File: config.mk
export PLATFORM = sky130hd
export DESIGN_NAME = counter_sequencer
export DESIGN_NICKNAME = d
export VERILOG_FILES = /design/src/rtl/counter_sequencer.sv
export SDC_FILE = /design/constraint.sdc
export NUM_CORES = 1
export LEC_CHECK = 0
export ABC_AREA = 1
export BUFFER_PORTS_ARGS = -buffer_cell sky130_fd_sc_hd__buf_2
export CAP_MARGIN = 20
export CELL_PAD_IN_SITES_DETAIL_PLACEMENT = 0
export CELL_PAD_IN_SITES_GLOBAL_PLACEMENT = 1
export CORE_ASPECT_RATIO = 1.1
export CORE_MARGIN = 3
export CORE_UTILIZATION = 37
export DETAILED_ROUTE_END_ITERATION = 10
export GPL_TIMING_DRIVEN = 0
export PLACE_DENSITY = 0.74
export SYNTH_ARGS = -nofsm -noshare
export SYNTH_HDL_FRONTEND = slang
export SYNTH_SLANG_ARGS = --single-unit
export TNS_END_PERCENT = 30
File: constraint.sdc
create_clock -name CLK -period 1.96 [get_ports CLK]
set_input_delay 0.196 -clock CLK [delete_from_list [all_inputs] [get_ports CLK]]
set_output_delay 0.196 -clock CLK [all_outputs]
set_load 0.01 [all_outputs]
File: src/rtl/counter_sequencer.sv
// Sequencer that drives one 4-bit up/down counter from a single command
// (clear, preset, step count, direction) and checks it against a shadow copy.
module counter_sequencer #(
    parameter int STEP_W = 8
) (
    input  logic              CLK,
    input  logic              MR,
    input  logic              START,
    input  logic              CMD_CLR,
    input  logic [3:0]        CMD_VAL,
    input  logic [STEP_W-1:0] CMD_STEPS,
    input  logic              CMD_DIR,
    output logic              CNT_MR,
    output logic              CNT_LOAD,
    output logic              CNT_EN,
    output logic              CNT_UPDN,
    output logic [3:0]        CNT_D,
    input  logic [3:0]        CNT_Q,
    input  logic              CNT_CO,
    output logic              BUSY,
    output logic              DONE,
    output logic              ERR,
    output logic [3:0]        WRAPS
);

    typedef enum logic [2:0] {
        S_IDLE,
        S_CLR,
        S_LOAD,
        S_COUNT,
        S_CHECK
    } state_t;

    state_t            state, next;
    logic              dir;
    logic [STEP_W-1:0] steps_left;
    logic [3:0]        shadow;
    logic              accept;
    logic              exp_co;
    logic              mismatch;

    assign accept   = (state == S_IDLE) && START;
    assign exp_co   = dir ? (shadow == 4'hF) : (shadow == 4'h0);
    assign mismatch = ((state == S_COUNT) || (state == S_CHECK)) &&
                      ((CNT_Q != shadow) || ((state == S_COUNT) && (CNT_CO != exp_co)));

    always_ff @(posedge CLK or negedge MR) begin
        if (!MR) state <= S_IDLE;
        else     state <= next;
    end

    always_comb begin
        next = state;
        case (state)
            S_IDLE:  if (START) next = CMD_CLR ? S_CLR : S_LOAD;
            S_CLR:   next = S_LOAD;
            S_LOAD:  next = (steps_left != '0) ? S_COUNT : S_CHECK;
            // steps_left==1 means this is the last enabled cycle
            S_COUNT: if (steps_left <= STEP_W'(1)) next = S_CHECK;
            S_CHECK: next = S_IDLE;
            default: next = S_IDLE;
        endcase
    end

    // Controls are registered from the next state so they line up with it.
    always_ff @(posedge CLK or negedge MR) begin
        if (!MR) begin
            CNT_MR     <= 1'b0;
            CNT_LOAD   <= 1'b0;
            CNT_EN     <= 1'b0;
            CNT_UPDN   <= 1'b0;
            CNT_D      <= 4'h0;
            BUSY       <= 1'b0;
            DONE       <= 1'b0;
            ERR        <= 1'b0;
            WRAPS      <= 4'h0;
            dir        <= 1'b0;
            steps_left <= '0;
            shadow     <= 4'h0;
        end else begin
            CNT_MR   <= (next == S_CLR);
            CNT_LOAD <= (next == S_LOAD);
            CNT_EN   <= (next == S_COUNT);
            CNT_UPDN <= (next == S_COUNT) && dir;
            BUSY     <= (next != S_IDLE);
            DONE     <= (state == S_CHECK);

            if (accept) begin
                CNT_D      <= CMD_VAL;
                dir        <= CMD_DIR;
                steps_left <= CMD_STEPS;
                ERR        <= 1'b0;
                WRAPS      <= 4'h0;
            end

            if (state == S_LOAD) shadow <= CNT_D;

            if (state == S_COUNT) begin
                shadow <= dir ? shadow + 4'd1 : shadow - 4'd1;
                if (steps_left != '0)            steps_left <= steps_left - STEP_W'(1);
                if (CNT_CO && (WRAPS != 4'hF))   WRAPS      <= WRAPS + 4'd1;
            end

            if (mismatch) ERR <= 1'b1;
        end
    end

endmodule

# --- Yosys cells after proc, flatten, opt, wreduce, memory -nomap -nowiden ---
# Index checks and enable logic that the tools add are counted.
op_classes:
  addsub: 4
  reduce_logical: 13
  n_mux: 17
  n_lt_le_gt_ge: 1
  n_eq_ne: 11
op_table:
  columns: ["op", "count"]
  rows:
  - ["two-way mux 4 bit", 6]
  - ["two-way mux 8 bit", 3]
  - ["== test 3 x 2 -> 1 bit, second input constant", 4]
  - ["case mux 3 bit (4 select lines)", 1]
  - ["two-way mux 3 bit", 3]
  - ["adder 4 x 1 -> 4 bit, second input constant", 2]
  - ["<= comparator 8 x 1 -> 1 bit, second input constant", 1]
  - ["nonzero test 8 bit", 1]
  - ["subtractor 8 x 1 -> 8 bit, second input constant", 1]
  - ["== test 3 x 1 -> 1 bit, second input constant", 2]
  - ["logical AND 1 bit", 5]
  - ["== test 4 bit, second input constant", 1]
  - ["zero test 4 bit", 1]
  - ["inequality test 4 bit", 1]
  - ["inequality test 4 bit, second input constant", 1]
  - ["nonzero test 2 bit", 2]
  - ["subtractor 4 x 1 -> 4 bit, second input constant", 1]
  - ["== test 3 bit, second input constant", 1]
  - ["zero test 3 bit", 1]
  - ["two-way mux 1 bit", 3]
  - ["nonzero test 3 bit", 1]
  - ["logical OR 1 bit", 2]
  - ["two-way mux 2 bit", 1]
  - ["inequality test 1 bit", 1]
totals:
  wordCells: 59
  output_inout_bits: 15
  inputBits: 22
  reg_bits: 31

# --- Depth between registers and ports, before layout ---
# Gate-level depths: netlist of run 1.
logic_depth:
  depth_word: 7
  depth_mapped: 9
  ltp_nobuf: 9

# --- Worst setup path after synthesis of run 1 ---
# Ideal clock, no wire load.
synth_path:
  path_type: "register to register"
  startpoint: "register steps_left[0]"
  endpoint: "register BUSY"
  synth_period_minus_slack_ps: 1352
  t_required_ps: 1840
  arrival_ps: 1232
  n_path_buf: 0
  setup_slack_ps: 608
  path_stages_with_launch: 10
  setup_ps: 120
  path_cell_list: "dfrtp_1 inv_1 ha_1 inv_1 nand2_1 nand4_1 nand2_1 nand2_1 nor2_1 nand2_1"
synth_via:
  elab_chain_cells: 4
  word_cells_on_any_way: 6
  cone_classes: "order compare: 1; mux: 3; reduce/logical: 2"
synth_rtl:
  columns: ["item", "line_no", "text"]
  rows:
  - ["from (decl)", "36", "logic [STEP_W-1:0] steps_left;"]
  - ["from (signal assigned)", "100", "if (steps_left != '0) steps_left <= steps_left - STEP_W'(1);"]
  - ["<= comparator 8 x 1 -> 1 bit / nonzero test 8 bit (equally long branches)", "59, 57", null]
  - ["two-way mux 3 bit (on tied branches)", "59, 57", null]
  - ["case mux 3 bit (4 select lines) *", "54", "case (state)"]
  - ["nonzero test 3 bit *", "85", "BUSY <= (next != S_IDLE);"]
  - ["to (signal assigned)", "85", null]
  - ["to (decl)", "20", "output logic BUSY,"]
# Every way passes the cells marked *; elsewhere a longest branch is shown, timed or not.
# A chain may end at the register's enable or synchronous reset.

# --- Final worst setup path of run 1 ---
# Ends and elaborated chain as after synthesis.

==> results.md, run 1 <==
* CP required at 2.13 ns
* Initial core utilization at 39.4%
* Switch Pwr at 369 uW
* Post-synthesis sequential area ratio at 44.3%
* Max Cap Viol at 0
* Crit Path Class: reg2reg
* Antenna fix cells at 0
* Post-route setup TNS at 0 ns
* Share of layout cells above drive strength 1 at 24.5%
* Remaining routing DRC violations at 0
* Main synth FF type: dfrtp_1
* Die height at 78.1 um
* Power Internal at 1.04 mW
* Largest net degree at the start of global routing at 32
* WL/cell at 12.6 um
* Clk_skew at 0.00499 ns
* RSZ-0062 raised after global routing: no
* Post-route antenna net violation count at 0
* PostCTS Resize Cnt at 0
* Slew Viols, Final at 0
* Final nets at 282
* Number of global-route vias before repair at 1441
* H-tree depth at 2
* Initial antenna violation count at 0
* Gr ovfl total at 0
* Core Region at 4440 um2
* First-pass GRT wire length at 6680 um
* Syn nets at 238
* Hold Buf Count CTS at 1
* Clock latency at the later pin of the worst-skew pair at 0.28 ns
* I/O Pins at 37
* Max VDD drop at 0.559 mV
* Gr usage total at 15.2%
* Slew margin rel. at 52.4%
* Worst Tran Pin Value at 0.714 ns
* Post-synth EDFFs at 0
* Yosys Warn Count at 0
* Syn Inst Count at 209
* Post-DP HPWL at 2890 um
* Max Buffers Root-to-Sink at 2
* Crit path DAT at 1.71 ns
* GPL Wtd Cong at 0.726
* CTS tree: built
* Asr flop ratio synth at 100%
* CP startpoint kind: register
* Vias per cell at 4.79
* Final Util at 47.2%
* CP Max Fanout at 5
* Mapped cell area at 1750 um2
* Worst setup EP type: register
* Setup violators final at 0
* Fin. Hold Viols at 0
* Clk root buf: clkbuf_8
* Switching Share at 26.1%
* Peak Freq at 649 MHz
* Vias at 1472
* Seq cells post-synth at 31
* Combinational Power Share at 13.7%
* DRT Wirelength at 3860 um
* Area growth from synthesis to layout at 19.7%
* Clock Power Share at 35.6%
* Period Utilization, post-route at 78.7%
* Clk sinks at 31
* Initial DRC Count at 50
* FP Rows at 25
* Die width at 71.6 um
* Static leakage at 1.02 nW
* Seq pwr share at 50.7%
* Min-delay worst type: in2reg
* Status: finished clean
* Post-synth cell types at 29
* Worst-path clk slew at 0.07 ns
* Minimum clock period at 1.54 ns
* TritonCTS Buffers at 5
* Pre-Repair DR Iteration Count at 4
* Die ar. at 5590 um2
* Pwr/cell area at 674 nW/um2
* IO Port Bufs at 36
* Syn_area_per_cell at 8.37 um2
* Post-CTS Setup Inserts at 0
-- sequential cells by signal, summed over array words and instances, names as in the netlist --
register,count
BUSY,1
CNT_D,4
CNT_EN,1
CNT_LOAD,1
CNT_MR,1
CNT_UPDN,1
DONE,1
ERR,1
WRAPS,4
dir,1
shadow,4
state,3
steps_left,8
-- cell families (layout without fill, tap and decap cells) --
kind of cell	count (synthesis)	in the layout	share of synthesized area, %
flip-flops	31	31	44.3
AND/OR/NAND/NOR	99	99	26.2
buffers and inverters	25	69	6.01
AO/OA/AOI/OAI	35	35	12.0
XOR/XNOR	12	12	6.01
adder cells (fa/ha/maj)	7	7	5.44
-- final timing paths --
| kind | slack (ns) | from | to | cells after the start |
|---|---|---|---|---|
| setup / recovery | 0.42 | steps_left[0] | BUSY | 9 |
| hold reg to reg | 0.49 | steps_left[0] | steps_left[0] | 1 |
| min in group asynchronous | 0.50 | MR | DONE | 2 |
| hold / removal | 0.11 | CMD_VAL[3] | CNT_D[3] | 3 |
| max in group asynchronous | 0.99 | MR | CNT_D[2] | 2 |
| setup reg to reg | 0.42 | steps_left[0] | BUSY | 9 |
-- worst max-delay path: stages (launching register included) --
cell,delay [ns]
dfrtp_1,0.40
inv_1,0.14
ha_1,0.26
inv_1,0.06
nand2_1,0.06
nand4_1,0.12
nand2_1,0.13
nand2_1,0.09
nor2_1,0.13
nand2_1,0.06
-- layer usage --
| metal | vias up | part of all wire [%] | global-route usage [%] |
|---|---|---|---|
| li1 | 767 | - | - |
| met1 | 672 | 44 | 18.5 |
| met2 | 26 | 50 | 25.7 |
| met3 | 7 | 4.1 | 3.84 |
| met4 | 0 | 1.8 | 5.64 |
| met5 | - | 0 | 0 |
-- stage by stage --
| stage | area, um2 | power [mW] | std cells | setup WS [ns] | hold WS, ns |
|---|---|---|---|---|---|
| after CTS | 2090 | 1.43 | 307 | 0.388 | 0.104 |
| after floorplan | 1750 | 0.833 | 209 | 0.608 | -0.0996 |
| final | 2090 | 1.41 | 307 | 0.418 | 0.108 |
| after detailed placement | 2000 | 0.924 | 299 | 0.397 | 0.296 |
| after global routing | 2090 | 1.49 | 307 | 0.240 | 0.112 |
| after global placement | 2000 | 0.922 | 299 | 0.399 | 0.298 |
-- layout make-up --
class / instances / area [um2]
Multi-Input combinational cell: 153 / 868
Timing Repair Buffer: 37 / 190
Fill cell: 460 / 2350
Sequential cell: 31 / 776
Clock buffer: 6 / 82.6
Clock inverter: 1 / 5.00
Tap cell: 54 / 67.6
Inverter: 23 / 88.8
Buffer: 2 / 16.3
-- cells in the final DEF, fill, tap and decap left out, types with 2 or more instances in the layout --
cell type  count
a21oi_1        3
buf_2         37
clkbuf_8       6
dfrtp_1       31
ha_1           6
inv_1         18
inv_2          4
nand2_1       55
nand3_1       14
nand3_4        2
nor2_1        19
nor2_2         4
o211ai_1       3
o21ai_0       15
o21ai_1        7
o21ai_2        3
xnor2_1        2
xor2_1        10
-- Yosys cell counts, types with 2 or more instances --
cell type / count / area [um2]
nand2_1: 55 / 206
dfrtp_1: 31 / 776
nor2_1: 19 / 71.3
inv_1: 18 / 67.6
o21ai_0: 15 / 75.1
nand3_1: 14 / 70.1
xor2_1: 10 / 87.6
o21ai_1: 7 / 35.0
ha_1: 6 / 75.1
inv_2: 4 / 15.0
nor2_2: 4 / 25.0
a21oi_1: 3 / 15.0
o211ai_1: 3 / 22.5
o21ai_2: 3 / 26.3
nand3_4: 2 / 35.0
xnor2_1: 2 / 17.5
-- power groups by stage --
stage               sequential, mW  clock (mW)  combinational (mW)
floorplan                    0.742           0              0.0907
global placement             0.728           0               0.194
detailed placement           0.729           0               0.196
CTS                          0.717       0.518               0.198
global route                 0.724       0.547               0.218
finish                       0.717       0.502               0.193
Note: power is estimated with default switching activity, not from simulation.
==> inputs of run 2 (changes only) <==
clock period = 1.56 ns   (was 1.96 ns; I/O delays follow)
==> run 2 against run 1 <==
First-iteration DRC count unchanged. Die area unchanged. Sequential power up 26%. Critical path depth stayed put. Total power grew 26%. Clock skew about the same. Register-to-register slack got worse by 0.31 ns. Maximum frequency grew 6.0%. Via count about the same. Clock power rose by 26%. Flip-flop and latch count unchanged. Cell count unchanged. Critical path type unchanged. Highest routed layer unchanged.
==> results.md, run 2 (synthesis results as in run 1) <==
* Worst-path clk slew at 0.07 ns (about the same)
* Seq pwr share at 50.7% (about the same)
* Vias per cell at 4.79 (about the same)
* Number of global-route vias before repair at 1441 (unchanged)
* Initial core utilization at 39.4% (unchanged)
* Peak Freq at 687 MHz (+6.0%)
* CP Max Fanout at 5 (unchanged)
* Gr ovfl total at 0 (unchanged)
* Share of layout cells above drive strength 1 at 25.7% (+1.2 points)
* Core Region at 4440 um2 (unchanged)
* Fin. Hold Viols at 0 (unchanged)
* Pwr/cell area at 843 nW/um2 (+25%)
* Commonest cells after routing, fill and taps aside: 54 x nand2_1, 37 x buf_2, 31 x dfrtp_1
* Cell mode on critical path: nand2_1
* Max Buffers Root-to-Sink at 2 (unchanged)
* Vias at 1471 (-0.068%)
* CTS tree: built
* Final nets at 282 (unchanged)
* Switch Pwr at 464 uW (+26%)
* Crit path DAT at 1.63 ns (-0.08 ns)
* Slew margin rel. at 52.4% (about the same)
* First-pass GRT wire length at 6680 um (unchanged)
* Gr usage total at 15.2% (unchanged)
* Clock latency at the later pin of the worst-skew pair at 0.28 ns (about the same)
* Minimum clock period at 1.45 ns (-0.0870 ns)
* Final Util at 47.4% (+0.23 points)
* IO Port Bufs at 36 (unchanged)
* Worst setup EP type: register
* CP required at 1.73 ns (-0.40 ns)
* Clock Power Share at 35.6% (about the same)
* Pre-Repair DR Iteration Count at 4 (unchanged)
* Worst Tran Pin Value at 0.714 ns (-0.0000559 ns)
* CP startpoint kind: register
* Initial antenna violation count at 0 (unchanged)
* Period Utilization, post-route at 93.3% (+15 points)
* Min-delay worst type: in2reg
* Switching Share at 26.1% (about the same)
* Post-route setup TNS at 0 ns (unchanged)
* Clk sinks at 31 (unchanged)
* Most common cell after layout, fill and taps aside: nand2_1
* Register area at 776 um2 (unchanged)
* Worst hold slack at 0.0676 ns (-0.0400 ns)
* FP Rows at 25 (unchanged)
* Power Internal at 1.31 mW (+26%)
* Design Area, Final at 2100 um2 (+0.48%)
* Status: finished clean
* Die height at 78.1 um (unchanged)
* Slew Viols, Final at 0 (unchanged)
* Cell breakdown of the critical path: inv_2, ha_2, inv_1, nand2_1, nand4_1, nand2_2, nand2_1, nor2_1, nand2_1
* Max FFs per register at 8 (unchanged)
* DRT Wirelength at 3860 um (about the same)
* Placed Area at 2000 um2 (unchanged)
* Post-DP HPWL at 2890 um (unchanged)
* Max Cap Viol at 0 (unchanged)
* WL/cell at 12.6 um (about the same)
* Crit Path Class: reg2reg
* Remaining routing DRC violations at 0 (unchanged)
* Fillers at 458 (-0.43%)
* Antenna fix cells at 0 (unchanged)
* Post-route antenna net violation count at 0 (unchanged)
* Die ar. at 5590 um2 (unchanged)
* I/O Pins at 37 (unchanged)
* H-tree depth at 2 (unchanged)
* Max VDD drop at 0.703 mV (+26%)
* Worst path slowest cell: dfrtp_1
* Clk_skew at 0.00499 ns (+0.0000000300 ns)
* Max stage delay on crit path at 0.41 ns (about the same)
* Area growth from synthesis to layout at 20.3%
* Combinational Power Share at 13.7% (about the same)
* Largest net degree at the start of global routing at 32 (unchanged)
* Most flop-heavy register: steps_left
* GPL Wtd Cong at 0.726 (unchanged)
* Clk root buf: clkbuf_8
* Initial DRC Count at 50 (unchanged)
* Die width at 71.6 um (unchanged)
* Static leakage at 1.02 nW (-0.11%)
* Reg-to-reg slack, setup at 0.11 ns (-0.31 ns)
* TritonCTS Buffers at 5 (unchanged)
* Setup violators final at 0 (unchanged)
* RSZ-0062 raised after global routing: yes
* Area occupied by multi-input gates at 878 um2 (+1.2%)
## run 2: cell counts in the layout (fill, tap and decap cells not counted)
Identical to the previous run, type by type.
## run 2: repair_timing
action	4_1_cts	5_1_grt
pin swaps	0	0
endpoints found under the setup margin	1	7
hold buffers	1	0
resized for setup	1	3
setup buffers	0	0
endpoints found under the hold margin	31	0
## run 2: final timing paths
kind,from,to,cells past startpoint
worst max-delay path,steps_left[0],BUSY,9
worst min-delay path,CMD_VAL[3],CNT_D[3],3
worst max register to register,steps_left[0],BUSY,9
worst min register to register,steps_left[0],steps_left[0],1
max in group asynchronous,MR,CNT_D[2],2
min in group asynchronous,MR,DONE,2
## run 2: cell type report
| type | count | area share (%) |
|---|---|---|
| clock inverters | 1 | 0.238 |
| flip-flops and latches | 31 | 36.9 |
| repair buffers | 37 | 9.04 |
| multi-input cells | 153 | 41.7 |
| plain buffers | 2 | 0.773 |
| clock buffers | 6 | 3.92 |
| well taps | 54 | 3.21 |
| inverters | 23 | 4.22 |
## run 2: worst max-delay path: cells and delay by family (launching register included)
family | cells | cell delay, ns
simple gates | 6 | 0.58
flops | 1 | 0.41
fa+ha+maj | 1 | 0.22
buf+inv | 2 | 0.15
## run 2: per-layer routing
metal,GRT usage (%),wire length [um],up-vias
li1,-,-,766
met1,18.5,1690,672
met2,25.7,1940,26
met3,3.84,158,7
met4,5.64,70,0
met5,0,0,-
## run 2: through the flow
stage,instances,power [mW],worst slack [ns]
final,307,1.77,0.105
after floorplan,209,1.05,0.208
after CTS,307,1.80,0.0191
after detailed placement,299,1.16,-0.00266
after global routing,307,1.87,-0.0409
after global placement,299,1.16,-0.00104
## run 2: power by group through the flow
stage | clock [mW] | sequential [mW] | combinational, mW
2_1_floorplan | 0 | 0.933 | 0.114
3_3_place_gp | 0 | 0.915 | 0.243
3_5_place_dp | 0 | 0.916 | 0.246
4_1_cts | 0.651 | 0.901 | 0.249
5_1_grt | 0.688 | 0.910 | 0.274
6_report | 0.631 | 0.900 | 0.243
==> inputs of run 3 (changes only) <==
CELL_PAD_IN_SITES_DETAIL_PLACEMENT = 1   (was 0)
CELL_PAD_IN_SITES_GLOBAL_PLACEMENT = 2   (was 1)
CORE_UTILIZATION = 31   (was 37)
PLACE_DENSITY = 0.81   (was 0.74)
==> run 3 against run 2 <==
Clock skew decreased by 0.0029 ns. Flip-flop and latch count did not move. Core utilization down 7.1 points. First-iteration DRC count shrank 64%. Sequential power grew 0.6%. Maximum frequency grew 3.1%. Register-to-register slack better by 0.04 ns. Clock power is 30% higher. Critical path type unchanged. Largest cell class unchanged. Highest routed layer unchanged.
==> results.md, run 3 (synthesis results as in run 1) <==
* Antenna fix cells at 0 (unchanged)
* Pwr/cell area at 901 nW/um2 (+6.8%)
* Vias at 1515 (+3.0%)
* Period Utilization, post-route at 90.4% (-2.8 points)
* Register area at 777 um2 (+0.16%)
* Peak Freq at 709 MHz (+3.1%)
* First-pass GRT wire length at 7440 um (+11%)
* Worst Tran Pin Value at 0.726 ns (+0.0118 ns)
* Slew Viols, Final at 0 (unchanged)
* Clock latency at the later pin of the worst-skew pair at 0.28 ns (about the same)
* Status: finished clean
* CP Max Fanout at 10 (+5)
* Worst setup EP type: register
* Die ar. at 6580 um2 (+18%)
* Max VDD drop at 0.520 mV (-26%)
* Static leakage at 1.03 nW (+1.4%)
* Initial core utilization at 32.2% (-7.2 points)
* Worst hold slack at 0.0694 ns (+0.00184 ns)
* Design Power at 1.97 mW (+11%)
* Clk root buf: clkbuf_8
* Worst path slowest cell: dfrtp_1
* Post-route antenna net violation count at 0 (unchanged)
* Core Region at 5430 um2 (+22%)
* Pre-Repair DR Iteration Count at 4 (unchanged)
* Crit path DAT at 1.56 ns (-0.07 ns)
* Minimum clock period at 1.41 ns (-0.0442 ns)
* CTS tree: built
* RSZ-0062 raised after global routing: yes
* Worst-path clk slew at 0.07 ns (about the same)
* Max stage delay on crit path at 0.46 ns (+0.05 ns)
* Cell mode on critical path: o21ai_0
* Initial DRC Count at 18 (-64%)
* Placed Area at 2020 um2 (+1.3%)
* Area occupied by multi-input gates at 898 um2 (+2.3%)
* Gr usage total at 14.4% (-0.82 points)
* Post-CTS Setup Inserts at 0 (unchanged)
* Setup violators final at 0 (unchanged)
* Final nets at 282 (unchanged)
* Commonest cells after routing, fill and taps aside: 53 x nand2_1, 36 x buf_2, 30 x dfrtp_1
* Final Util at 40.2% (-7.1 points)
* Fin. Hold Viols at 0 (unchanged)
* CP required at 1.71 ns (-0.02 ns)
* CP startpoint kind: register
* Area growth from synthesis to layout at 24.9%
* H-tree depth at 2 (unchanged)
* Max Cap Viol at 0 (unchanged)
* Clk_skew at 0.00204 ns (-0.00295 ns)
* Crit Path Class: reg2reg
* Die height at 84.8 um (+8.5%)
* GPL Wtd Cong at 0.764 (+5.2%)
* Design Area, Final at 2180 um2 (+3.8%)
* TritonCTS Buffers at 5 (unchanged)
* DRT Wirelength at 4370 um (+13%)
* R2r worst-path depth at 5 (-4)
* Most flop-heavy register: steps_left
* Largest net degree at the start of global routing at 32 (unchanged)
* Worst hold stages at 3 (unchanged)
* Share of layout cells above drive strength 1 at 27.6% (+1.9 points)
* Slew margin rel. at 51.6% (-0.79 points)
* Fillers at 668 (+46%)
* Remaining routing DRC violations at 0 (unchanged)
* Max Buffers Root-to-Sink at 2 (unchanged)
* Gr ovfl total at 0 (unchanged)
* Initial antenna violation count at 0 (unchanged)
* Clk sinks at 31 (unchanged)
* Min-delay worst type: in2reg
* FP Rows at 28 (+12%)
* WL/cell at 13.3 um (+5.7%)
* Die width at 77.6 um (+8.5%)
* I/O Pins at 37 (unchanged)
* Number of global-route vias before repair at 1565 (+8.6%)
* IO Port Bufs at 36 (unchanged)
* Most common cell after layout, fill and taps aside: nand2_1
* Max FFs per register at 8 (unchanged)
* Post-DP HPWL at 3340 um (+16%)
* Vias per cell at 4.60 (-3.9%)
* Cell breakdown of the critical path: nor2_4, nand3_4, buf_4, o21ai_0, o21ai_0
-- run 3: cell count changes in the layout (fill, tap and decap cells not counted), sizes merged --
cell / change
bufinv: +1
-- run 3: worst max-delay path, delay by kind of cell, from the launching register on --
kind	cells	cell delay (ns)
compound gates	2	0.25
flops	1	0.46
buf+inv	1	0.23
simple gates	2	0.34
-- run 3: stage by stage --
step | TNS, ns | setup slack (ns) | cells
finish | 0 | 0.149 | 329
global route | -0.0185 | -0.0130 | 329
floorplan | 0 | 0.208 | 209
global placement | -0.00646 | -0.00646 | 320
CTS | 0 | 0.00354 | 329
detailed placement | 0 | 0.0169 | 320
-- run 3: area by class of cell --
class	count	area share [%]
buffer	2	0.859
clock buffer	6	3.78
clock inverter	2	1.60
inverter	23	4.07
multi-input combinational	153	41.1
sequential	31	35.6
tap	75	4.30
timing repair buffer	37	8.71
-- run 3: repair_timing --
action,4_1_cts,5_1_grt
setup endpoints to repair,0,9
hold buffers,1,0
endpoints found under the hold margin,31,0
gates resized for setup,0,12
-- run 3: worst paths after layout --
kind / endpoint / from / slack [ns]
min reg2reg: steps_left[0] / steps_left[0] / 0.51
max: steps_left[4] / state[1] / 0.15
min: CNT_D[3] / CMD_VAL[3] / 0.07
max in group asynchronous: dir / MR / 0.58
max reg2reg: steps_left[4] / state[1] / 0.15
min in group asynchronous: WRAPS[1] / MR / 0.46
-- run 3: report_power, final --
part	internal [mW]	switching, mW	total, mW
clock network	0.516	0.301	0.818
logic	0.114	0.131	0.245
registers	0.851	0.0547	0.905
total	1.48	0.487	1.97
-- run 3: layer usage --
layer / track usage [%] / share of wire (%) / vias to the layer above
li1: - / - / 765
met1: 18.0 / 46 / 719
met2: 25.2 / 49 / 25
met3: 2.79 / 3.3 / 6
met4: 3.88 / 1.1 / 0
met5: 0 / 0 / -
